<file path="config.mk">
export PLATFORM = sky130hd
export DESIGN_NAME = mem_port_arbiter
export DESIGN_NICKNAME = d
export VERILOG_FILES = /design/src/rtl/mem_arb_pkg.sv /design/src/rtl/arb_fair_cnt.sv /design/src/rtl/mem_port_arbiter.sv
export SDC_FILE = /design/constraint.sdc
export NUM_CORES = 1
export LEC_CHECK = 0
export CORE_AREA = 4 4 103 105
export CTS_CLUSTER_SIZE = 40
export DETAILED_ROUTE_END_ITERATION = 12
export DIE_AREA = 0 0 107 109
export PLACE_DENSITY = 0.64
export SYNTH_ARGS = -nofsm -noshare
export SYNTH_HDL_FRONTEND = slang
export SYNTH_SLANG_ARGS = --single-unit
</file>
<file path="constraint.sdc">
create_clock -name clk_i -period 1.35 [get_ports clk_i]
set_clock_uncertainty 0.15 [all_clocks]
set_input_delay 0.135 -clock clk_i [delete_from_list [all_inputs] [get_ports clk_i]]
set_output_delay 0.135 -clock clk_i [all_outputs]
set_load 0.02 [all_outputs]
</file>
<file path="src/rtl/mem_arb_pkg.sv">
// Shared types and defaults for the instruction/data memory port arbiter.
package mem_arb_pkg;

   // Which requester owns the response that arrives in the current cycle.
   typedef enum logic [1:0] {
      OWN_NONE = 2'd0,
      OWN_I    = 2'd1,
      OWN_D    = 2'd2
   } owner_t;

   // Default bound on consecutive data grants while fetch waits.
   localparam int unsigned MAX_D_RUN_DEF = 4;

   // Counter width needed to hold 0..max_run inclusive.
   function automatic int unsigned run_cnt_width(input int unsigned max_run);
      return $clog2(max_run + 1);
   endfunction

endpackage

</file>
<file path="src/rtl/arb_fair_cnt.sv">
// Saturating count of data grants taken while fetch was left waiting.
module arb_fair_cnt #(
   parameter int unsigned CNT_W = 3
) (
   input  logic             clk_i,
   input  logic             rst_i,
   input  logic             inc_i,
   input  logic             clr_i,
   input  logic [CNT_W-1:0] limit_i,
   output logic             at_limit_o
);

   logic [CNT_W-1:0] cnt_q;
   logic [CNT_W-1:0] cnt_d;

   // Clear wins over increment; increment stops once the limit is reached.
   always_comb begin
      cnt_d = cnt_q;
      if (clr_i) begin
         cnt_d = '0;
      end else if (inc_i && (cnt_q < limit_i)) begin
         cnt_d = cnt_q + CNT_W'(1);
      end
   end

   // Counter register with synchronous reset.
   always_ff @(posedge clk_i) begin
      if (rst_i) begin
         cnt_q <= '0;
      end else begin
         cnt_q <= cnt_d;
      end
   end

   assign at_limit_o = (cnt_q >= limit_i);

endmodule

</file>
<file path="src/rtl/mem_port_arbiter.sv">
// Arbitrates the single-port memory between fetch and data ports, one access
// per cycle, and tags the next-cycle read response with its owner.
module mem_port_arbiter
   import mem_arb_pkg::*;
#(
   parameter int unsigned ADDR_WIDTH = 32,
   parameter int unsigned DATA_WIDTH = 32,
   parameter int unsigned MAX_D_RUN  = MAX_D_RUN_DEF
) (
   input  logic                  clk_i,
   input  logic                  rst_i,
   // fetch port
   input  logic                  i_req_i,
   input  logic [ADDR_WIDTH-1:0] i_addr_i,
   output logic                  i_gnt_o,
   output logic                  i_valid_o,
   output logic [DATA_WIDTH-1:0] i_rdata_o,
   // data port
   input  logic                  d_req_i,
   input  logic                  d_we_i,
   input  logic [ADDR_WIDTH-1:0] d_addr_i,
   input  logic [DATA_WIDTH-1:0] d_wdata_i,
   output logic                  d_gnt_o,
   output logic                  d_valid_o,
   output logic [DATA_WIDTH-1:0] d_rdata_o,
   // memory
   output logic                  mem_en_o,
   output logic                  mem_we_o,
   output logic [ADDR_WIDTH-1:0] mem_addr_o,
   output logic [DATA_WIDTH-1:0] mem_wdata_o,
   input  logic [DATA_WIDTH-1:0] mem_rdata_i
);

   localparam int unsigned      CNT_W     = run_cnt_width(MAX_D_RUN);
   localparam logic [CNT_W-1:0] RUN_LIMIT = CNT_W'(MAX_D_RUN);

   logic   at_limit;
   logic   cnt_inc;
   logic   cnt_clr;
   owner_t owner_q;
   owner_t owner_d;

   // Grant: data wins a tie until fetch has waited MAX_D_RUN data grants.
   always_comb begin
      i_gnt_o = 1'b0;
      d_gnt_o = 1'b0;
      if (!rst_i) begin
         if (d_req_i && (!i_req_i || !at_limit)) begin
            d_gnt_o = 1'b1;
         end else if (i_req_i) begin
            i_gnt_o = 1'b1;
         end
      end
   end

   // Count data grants only while fetch is waiting; any fetch grant or idle
   // fetch port restarts the run.
   assign cnt_inc = d_gnt_o & i_req_i;
   assign cnt_clr = i_gnt_o | ~i_req_i;

   arb_fair_cnt #(
      .CNT_W (CNT_W)
   ) u_fair_cnt (
      .clk_i      (clk_i),
      .rst_i      (rst_i),
      .inc_i      (cnt_inc),
      .clr_i      (cnt_clr),
      .limit_i    (RUN_LIMIT),
      .at_limit_o (at_limit)
   );

   // Memory command mux; idle bus is driven to zero, fetch never writes.
   always_comb begin
      mem_en_o    = 1'b0;
      mem_we_o    = 1'b0;
      mem_addr_o  = '0;
      mem_wdata_o = '0;
      if (d_gnt_o) begin
         mem_en_o    = 1'b1;
         mem_we_o    = d_we_i;
         mem_addr_o  = d_addr_i;
         mem_wdata_o = d_wdata_i;
      end else if (i_gnt_o) begin
         mem_en_o    = 1'b1;
         mem_addr_o  = i_addr_i;
      end
   end

   // Response owner register; reset drops any in-flight response.
   always_ff @(posedge clk_i) begin
      if (rst_i) begin
         owner_q <= OWN_NONE;
      end else begin
         owner_q <= owner_d;
      end
   end

   // Next owner follows this cycle's grant; issue is never blocked by a
   // response in flight.
   always_comb begin
      owner_d = OWN_NONE;
      if (i_gnt_o) begin
         owner_d = OWN_I;
      end else if (d_gnt_o) begin
         owner_d = OWN_D;
      end
   end

   // Response qualifiers decoded from the owner.
   always_comb begin
      i_valid_o = 1'b0;
      d_valid_o = 1'b0;
      case (owner_q)
         OWN_I:   i_valid_o = 1'b1;
         OWN_D:   d_valid_o = 1'b1;
         default: ;
      endcase
   end

   // Read data is shared by both ports; consumers qualify with valid.
   assign i_rdata_o = mem_rdata_i;
   assign d_rdata_o = mem_rdata_i;

endmodule

</file>
# ---- Word-level counts from Yosys, hierarchy flattened
# Index checks and enable logic that the tools add are counted.
# Widths: inputs -> output; s select.
dict set report classes {
  n_reduce_logical 7
  mux 15
  n_addsub 1
  n_lt_le_gt_ge 2
  eq_ne 2
  n_mul 0
  bitwise 3
  shifts 0
  div_mod_pow 0
}
# cell count
set ops {}
lappend ops {{$mux 32} 3}
lappend ops {{$mux 1} 11}
lappend ops {{$reduce_or 2->1} 2}
lappend ops {{$add 3x1->3 const B} 1}
lappend ops {{$ge 3x3->1 const B} 1}
lappend ops {{$lt 3x3->1 const B} 1}
lappend ops {{$eq 2x1->1 const B} 1}
lappend ops {{$eq 2x2->1 const B} 1}
lappend ops {{$logic_and 1x1->1} 2}
lappend ops {{$logic_not 1->1} 2}
lappend ops {{$mux 2} 1}
lappend ops {{$and 1x1->1} 1}
lappend ops {{$logic_or 1x1->1} 1}
lappend ops {{$not 1->1} 1}
lappend ops {{$or 1x1->1} 1}
dict set report totals {
  mem_bits_rw 0
  in_bits 133
  out_inout_bits 134
  reg_bits 5
  n_memories 0
  latchBits 0
  mem_bits_ro 0
}

# ---- Logic depth before layout (Yosys ltp)
dict set report logic_depth {
  ltp_word 8
  depth_mapped 5
  depth_no_buf 3
}

# ---- Hierarchy
# From an unflattened synthesis, not the netlist that was laid out.
dict set report hier_totals {
  cells_unflattened 229
  area_unflattened_um2 1616.6
}
# module seq_area_each_um2 area_each_um2 cells_each n_inst
set by_module_without_submodules {}
lappend by_module_without_submodules {mem_port_arbiter 40.0 1358.8 198 1}
lappend by_module_without_submodules {arb_fair_cnt 60.1 257.7 31 1}

# ---- Worst setup path before layout
# Ideal clock, no wire load.
dict set report synth_path {
  path_type {register to output}
  startpoint {reg u_fair_cnt.cnt_q[2]}
  endpoint {out mem_addr_o[23]}
  stages_incl_launch_ff 6
  arrival_time_ns 1.162
  required_time_ns 1.065
  path_buffers 2
  slack_ns -0.097
  path_cell_list {dfxtp_1 -> nand2b_1 -> buf_4 -> buf_2 -> a32oi_1 -> nor2_1}
}
dict set report synth_between {
  elab_chain_cells 8
}
# element line_no
set synth_rtl {}
lappend synth_rtl {{start, declared} arb_fair_cnt.sv:13} ;# logic [CNT_W-1:0] cnt_q;
lappend synth_rtl {{start signal, assigned} arb_fair_cnt.sv:31} ;# cnt_q <= cnt_d;
lappend synth_rtl {{$ge 3x3->1 (*)} arb_fair_cnt.sv:35} ;# assign at_limit_o = (cnt_q >= limit_i);
lappend synth_rtl {{$logic_not 1->1 (*)} mem_port_arbiter.sv:48} ;# if (d_req_i && (!i_req_i || !at_limit)) begin
lappend synth_rtl {{$logic_or 1x1->1 (*)} mem_port_arbiter.sv:48}
lappend synth_rtl {{$logic_and 1x1->1 (*)} mem_port_arbiter.sv:48}
lappend synth_rtl {{$mux 1} mem_port_arbiter.sv:48}
lappend synth_rtl {{$mux 1} mem_port_arbiter.sv:47} ;# if (!rst_i) begin
lappend synth_rtl {{$mux 32} mem_port_arbiter.sv:83} ;# end else if (i_gnt_o) begin
lappend synth_rtl {{$mux 32 (*)} mem_port_arbiter.sv:78} ;# if (d_gnt_o) begin
lappend synth_rtl {{end, declared} mem_port_arbiter.sv:29} ;# output logic [ADDR_WIDTH-1:0] mem_addr_o,
# Every way passes the cells marked *; elsewhere a longest branch is shown, timed or not.

# ---- Worst setup path in the final report
dict set report layout_path {
  startpoint {reg u_fair_cnt.cnt_q[2]}
  endpoint {out mem_addr_o[6]}
}
# Same word-level chain as after synthesis.

==> impl_metrics.toml <==
[route]
vias = 1850
wl_per_cell_um = 16.8
drt-total-wl_um = 7450
drc = 0
ant_nets = 0
drtIter0Drc = 65
via_per_inst = 4.17
dr.pass1.iters = 3

[finish]
drive_gt1_frac = 0.576
syn_to_final_growth_pct = 139
nets = 446
antenna_cells = 0
utilization = 0.349

[floorplanning]
die_h_um = 109
dieArea_um2 = 11700
rows = 36
ios = 267
start_util = 0.146
die_x_um = 107
coreArea_um2 = 9640

[critical_path]
critical_path.top_delay_family = "buffers and inverters"
path_max_fanout = 10
regToRegStartpoint = "u_fair_cnt.cnt_q[2]"
startpoint_type = "flop"
critPathBufInv = 2
setup.worst_path.start = "u_fair_cnt.cnt_q[2]"
cp_slowest_stage_delay_ns = 0.32
path_class = "flop to primary output"
critPathCaptureType = "primary output"
path_cells = "nand2b_4, buf_8, a32oi_2, nor2_2, clkdlybuf4s15_2"
cp.required_ns = 1.07
arrival_ns = 1.44
crit_path_top_delay_cell = "dfxtp_2"

[global_route]
grt_pass1_wl_um = 10200
grt_usage = 0.112
antenna_found_initial = 0
overflow = 0
grt_max_degree = 34
first_global_vias = 1948

[synthesis]
yosysSeqAreaShare = 0.0712
synth_top_area_share = 0.363
synth.most_common_cell = "buf_4"
ys_dominant_reg_cell = "dfxtp_1"
synth_area_leaders = "buf_4, a32oi_1, and2_1, nor2_1, dfxtp_1"
synth_common_cells = "buf_4, nor2_1, and2_1"
syn_area_um2 = 1410
yosysWarnings = 0
ys_types = 17
synth_edf_count = 0
async_flop_share = 0
synthCells = 200
syn_area_per_cell_um2 = 7.03
synth_top_area_cell = "buf_4"
syn-num-nets = 334
ys_seq_elements = 5

[clocking]
cts_tree = "yes"
clock-sinks = 5
ctsHoldBuffers = 0
cts_root_buf = "clkbuf_8"
clk_path_buf_depth = 2
htree_num_levels = 1
clkLatencyLatePin_ns = 0.22
cts_buffers = 3
clkTransAtPathRegs_ns = 0.04

[sta]
hold_violations = 0
final-setup-viol-count = 67
worst_slew_pin_slew_ns = 0.219
period_share = 1.28
drv_slew = 0
max_freq_mhz = 579
whs_ns = 0.120
rsz0062_at_grt = "true"
final.setup.worst_slack_ns = -0.377
finalCriticalPeriod_ns = 1.73
slew_headroom = 0.852
setup-tns-final_ns = -19.80

[placed_design]
hpwl_um = 5590
io_buffers = 170
gp_congestion = 0.702
dp_slack_ns = -0.987

[outcome]
violations = "setup timing"
status = "finished with violations"

[power]
power-per-cell-area_nw_per_um2 = 440
finalPower_mw = 1.48
p_leak_nw = 1.35
peakVddDrop_uv = 224

[job]
max_cap_viol_count = 0

[worst_hold_path]
hold_class = "primary input to primary output"
hp-start = "mem_rdata_i[12]"
## flip-flops by register name, indices dropped and copies added (netlist names)
register          cells
owner_q               2
u_fair_cnt.cnt_q      3
## path summary, 6_finish.rpt
path | endpoint | slack, ns | cells past startpoint
worst max register to register | u_fair_cnt.cnt_q[1] | 0.01 | 4
worst max-delay path | mem_addr_o[6] | -0.38 | 5
worst min register to register | u_fair_cnt.cnt_q[0] | 0.32 | 1
worst min-delay path | d_rdata_o[12] | 0.12 | 0
## per-stage QoR
| step | cells | area, um^2 |
|---|---|---|
| 2_1_floorplan | 200 | 1490 |
| 3_3_place_gp | 433 | 2930 |
| 3_5_place_dp | 433 | 2930 |
| 4_1_cts | 442 | 3220 |
| 5_1_grt | 444 | 3360 |
| 6_report | 444 | 3360 |
## cells in the final DEF (no fill, tap or decap), types with 3 or more instances in the layout
cell type	count
a32oi_2	25
clkdlybuf4s50_1	97
clkbuf_8	3
dfxtp_1	4
buf_4	9
nor2_1	9
and2_1	5
buf_16	3
buf_12	6
a32oi_1	7
and2_4	28
nor2b_1	3
buf_2	19
buf_6	44
nor2_2	27
clkdlybuf4s15_2	5
## area by class of cell
type | count | area, um^2
multi-input cells | 112 | 1070
repair buffers | 189 | 1970
fillers | 1032 | 6280
clock buffers | 4 | 45.0
inverters | 1 | 3.75
well taps | 133 | 166
flip-flops and latches | 5 | 101
## power breakdown
group	internal [mW]	total, mW	switching (mW)
logic	0.608	1.05	0.440
registers	0.153	0.155	0.00247
clock network	0.203	0.276	0.0729
## layer usage
| metal | vias to the layer above | part of all wire | GRT usage |
|---|---|---|---|
| met3 | 22 | 0.12 | 0.0367 |
| met1 | 832 | 0.34 | 0.114 |
| met2 | 149 | 0.52 | 0.218 |
| met4 | 0 | 0.018 | 0.0311 |
| li1 | 847 | - | - |
| met5 | - | 0 | 0 |
## repair_timing
| action | CTS | global route |
|---|---|---|
| setup buffers | 2 | 2 |
| pin swaps | 10 | 9 |
| setup endpoints to repair | 73 | 68 |
| endpoints found under the hold margin | 0 | 0 |
| gates cloned | 3 | 1 |
| resized for setup | 364 | 68 |
## cells by family (layout without fill, tap and decap cells)
logic type	Yosys count	after routing	synth area share
adders and majority gates	1	1	0.00890
and+or+nand+nor	78	78	0.289
buffers and inverters	83	194	0.418
AOI/OAI and AO/OA	33	33	0.213
DFF	5	5	0.0712
No activity file was read; power rests on OpenSTA's default activity.
